File: src/rtl/fxp_pkg.sv
// fxp_pkg: shared FSM state type and Q4.4 format constants for the fixed-point accumulator
package fxp_pkg;

    localparam int FRAC_BITS = 4;
    localparam int PROD_W    = 8;

    typedef enum logic [1:0] {
        IDLE,
        ACCUM,
        DONE
    } state_t;

endpackage

File: src/rtl/fxp_sat_trunc.sv
// fxp_sat_trunc: narrows the accumulator to OUT_W bits; clamps when FXP_ACC_SAT_EN is defined, wraps otherwise
module fxp_sat_trunc #(
    parameter int IN_W  = 10,
    parameter int OUT_W = 8
) (
    input  logic [IN_W-1:0]  acc,
    output logic [OUT_W-1:0] data,
    output logic             ovf
);

    // Any set bit at or above OUT_W means the sum does not fit the output range
    assign ovf = |(acc >> OUT_W);

`ifdef FXP_ACC_SAT_EN
    assign data = ovf ? '1 : OUT_W'(acc);
`else
    assign data = OUT_W'(acc);
`endif

endmodule

File: src/rtl/fixed_point_accumulator.sv
// fixed_point_accumulator: sums groups of unsigned Q4.4 products (closed by count or in_last); FXP_ACC_SAT_EN selects saturating output
module fixed_point_accumulator #(
    parameter int PROD_W    = 8,
    parameter int NUM_TERMS = 4,
    parameter int OUT_W     = 8
) (
    input  logic              clk,
    input  logic              rst_n,
    input  logic [PROD_W-1:0] in_data,
    input  logic              in_valid,
    input  logic              in_last,
    output logic              in_ready,
    output logic [OUT_W-1:0]  out_data,
    output logic              out_ovf,
    output logic              out_valid,
    input  logic              out_ready
);

    import fxp_pkg::*;

    localparam int ACC_W = PROD_W + $clog2(NUM_TERMS);
    localparam int CNT_W = $clog2(NUM_TERMS + 1);

    state_t           state, state_nx;
    logic [ACC_W-1:0] acc, acc_nx;
    logic [CNT_W-1:0] cnt, cnt_nx;
    logic             take, close;

    assign in_ready  = state != DONE;
    assign out_valid = state == DONE;
    assign take      = in_valid && in_ready;
    assign close     = in_last || (cnt == CNT_W'(NUM_TERMS - 1));

    // Accept a term into the running sum, or release the finished group on handshake
    always_comb begin
        state_nx = state;
        acc_nx   = acc;
        cnt_nx   = cnt;
        if (take) begin
            acc_nx   = acc + ACC_W'(in_data);
            cnt_nx   = cnt + 1'b1;
            state_nx = close ? DONE : ACCUM;
        end
        if (out_valid && out_ready) begin
            state_nx = IDLE;
            acc_nx   = '0;
            cnt_nx   = '0;
        end
    end

    // State, sum and term count; reset discards any partial group
    always_ff @(posedge clk or negedge rst_n) begin
        if (!rst_n) begin
            state <= IDLE;
            acc   <= '0;
            cnt   <= '0;
        end else begin
            state <= state_nx;
            acc   <= acc_nx;
            cnt   <= cnt_nx;
        end
    end

    fxp_sat_trunc #(
        .IN_W (ACC_W),
        .OUT_W(OUT_W)
    ) u_sat_trunc (
        .acc (acc),
        .data(out_data),
        .ovf (out_ovf)
    );

endmodule

File: config.mk
export PLATFORM = sky130hd
export DESIGN_NAME = fixed_point_accumulator
export DESIGN_NICKNAME = d
export VERILOG_FILES = /design/src/rtl/fxp_pkg.sv /design/src/rtl/fxp_sat_trunc.sv /design/src/rtl/fixed_point_accumulator.sv
export SDC_FILE = /design/constraint.sdc
export NUM_CORES = 1
export LEC_CHECK = 0
export CORE_MARGIN = 8
export CORE_UTILIZATION = 40
export DETAILED_ROUTE_END_ITERATION = 16
export PLACE_DENSITY = 0.79
export RECOVER_POWER = 25
export SYNTH_ARGS = -nofsm -noshare
export SYNTH_HDL_FRONTEND = slang
export SYNTH_SLANG_ARGS = --single-unit
File: constraint.sdc
create_clock -name clk -period 5 [get_ports clk]
set_input_delay 0.75 -clock clk [delete_from_list [all_inputs] [get_ports clk]]
set_output_delay 0.75 -clock clk [all_outputs]
set_load 0.005 [all_outputs]
==> impl_results.md <==
* I/O pin cnt at 24
* Avg Inst Size Synth at between 9 and 10 um^2
* Sw Share at around two fifths
* Outcome: finished, final reports clean
* Critical path peak fanout at 3
* Commonest non-fill, non-tap cell in the layout: clkdlybuf4s50_1
* Combinational fraction of design power at between 50% and 60%
* Crit start category: primary input
* TritonRoute pass-1 iters at 4
* Clock transition at path regs at ~0.090 ns
* RSZ-0062 raised after global routing: false
* Placer Congestion at 0.835
* Starting Density at between 40 and 50%
* Wire per inst at 13.8 um
* Post-CTS Setup Inserts at 0
* Sink count of the clock tree at 15
* Drt via density at approximately 5.1
* Core footprint at roughly 0.0024 mm^2
* Sequential share of the synthesized area at between 30% and 40%
* Row count at 18
* Die height at ~66 um
* Max Freq at 396 MHz
* Hold buffer count at CTS at 0
* Final setup margin at 2.48 ns
* Critical path arrival at between 2 and 3 ns
* Post-synth EDFFs at 0
* CTS tree: done
* Hold Violations, Final at 0
* Layout Nets at 143
* # diodes at 0
* WP data required at 5.15 ns
* H-tree depth at 1
* Port Buffers at 23
* Largest net degree at the start of global routing at 16
* Post-Syn Area at around 1000 um^2
* Total negative slack at 0 ns
* DIE WIDTH at roughly 66 um
* # setup viols final at 0
* Hold crit path type: reg -> reg
* Worst slew pin tran at between 0.6 and 0.7 ns
* Post_cts resized at 0
* Clock Tree Buf Depth at 2
* Internal Pwr Total at ~430 uW
* TritonCTS Buffers at 3
* Design area at about 0.0012 mm^2
* Clock group share of total power at under 10%
* CP Class: in -> reg
* First-pass GRT wire length at ~3.4 mm
* Slew margin rel. at 54.9%
* Power share of the sequential group at 31.7%
* VDD IR-drop max at 0.312 mV
* Critical Path Sink Type: flip-flop
* Pleak at about 0.54 nW
* Commonest non-fill, non-tap cells in the layout: clkdlybuf4s50_1, nand2_1, dfrtp_1, ha_1, o21ai_1
* Total GRT Usage at between 9 and 10%
* Fill count at about 230
* GR Overflow Total at 0
* Period utilization at 50.4%
* Ys flop type: dfrtp_1
* # DRC at 0
* Fin util at 50.2%
* Placed cell count at 144
* Max Cap Viol at 0
* HPWL Detailed at roughly 1.6 mm
* Final critical-path required period at 2.52 ns
* Layout area overhead at 21.2%
* DP Area at about 0.0012 mm^2
* Syn Inst Count at around 100
* Initial DRC Count at 11
* Setup WS pre-CTS at 2.20 ns
* Syn_nets at 125
* Clock Tree Root: clkbuf_4
* Multi-input gate area at around 520 um^2
* Max Slew Vio Count at 0
* Via count at roughly 760
* Initial antenna violation count at 0
* Final Skew at between 0.004 and 0.005 ns
* Pwr dens at 583 mW/mm^2
* FF/Latch Area at about 380 um^2
* Post-route insts no fill at 148
* Clock latency on the worst-skew pair at approximately 0.28 ns
* Full die area at between 0.004 and 0.005 mm^2
* Number of global-route vias before repair at a little under 800
* Post-synthesis cell type count at 29
* Share of post-route cells with drive strength above 1 at around 8.5%
* Final ANT Viol Nets at 0
* Post-synth ARST share at 100%
* NetSw at about 280 uW
* Ys Warns at 0
* FF+latch count, synth at 15
* DRT Wirelength at 2.04 mm
==> layer usage <==
| metal | global-route usage, % | vias to the layer above | routed length [um] |
|---|---|---|---|
| li1 | - | 378 | - |
| met5 | 0 | - | 0 |
| met4 | 5.87 | 0 | 12 |
| met3 | 3.05 | 2 | 134 |
| met1 | 12.4 | 359 | 914 |
| met2 | 14.7 | 17 | 977 |
==> synthesized netlist by cell type, types with 2 or more instances <==
cell type	instances	area [um^2]
ha_1	10	125
a22o_1	3	26.3
a21oi_1	6	30.0
buf_4	8	60.1
o21ai_0	4	20.0
nor2_1	2	7.51
dfrtp_1	15	375
nand3_1	2	10.0
xnor2_1	2	17.5
nand2_1	15	56.3
o21ai_1	8	40.0
xor2_1	4	35.0
mux2i_1	2	20.0
inv_1	4	15.0
buf_6	2	22.5
==> cell families (layout without fill, tap and decap cells) <==
logic type | after synthesis | count (layout) | synth area share, %
AOI/OAI and AO/OA | 29 | 29 | 19.5
muxes | 3 | 3 | 3.14
buffers and inverters | 14 | 31 | 9.79
and+or+nand+nor | 23 | 23 | 10.2
xor gates and xnor gates | 6 | 6 | 5.27
adders and majority gates | 11 | 11 | 14.6
DFF | 15 | 15 | 37.6
==> sequential cells by signal, summed over array words and instances (netlist names) <==
name and cells:
state 2, cnt 3, acc 10
==> worst paths after layout <==
kind | start | endpoint | slack (ns) | cells past startpoint
max | in_data[0] | acc[6] | 2.48 | 8
min reg2reg | acc[9] | acc[9] | 0.48 | 1
max reg2reg | acc[0] | acc[6] | 2.94 | 7
max in group asynchronous | rst_n | state[1] | 3.63 | 1
min | acc[9] | acc[9] | 0.48 | 1
min in group asynchronous | rst_n | acc[4] | 0.94 | 1
==> worst max-delay path, cell delays in order <==
cell	delay, ns
clkdlybuf4s50_1	0.40
ha_1	0.23
fa_1	0.43
a211oi_1	0.24
o21ai_0	0.13
a21oi_1	0.23
xor2_1	0.16
o21ai_0	0.10
==> power groups by stage <==
stage | combinational (mW) | clock [mW] | sequential, mW
after detailed placement | 0.412 | 0 | 0.226
after global routing | 0.467 | 0.0776 | 0.232
final | 0.411 | 0.0699 | 0.223
after floorplan | 0.318 | 0 | 0.214
after global placement | 0.399 | 0 | 0.223
after CTS | 0.417 | 0.0746 | 0.223
==> metrics by stage <==
stage	power (mW)	hold WS, ns
final	0.705	0.477
after global routing	0.776	0.497
after CTS	0.715	0.485
after detailed placement	0.639	0.473
after global placement	0.622	0.459
after floorplan	0.532	0.440
==> area by class of cell <==
class	count	share of cell area, %
clock buffer	4	2.17
tap	30	3.11
timing repair buffer	23	19.0
inverter	4	1.24
sequential	15	31.1
multi-input combinational	72	43.4
(Power assumes the default switching activity.)
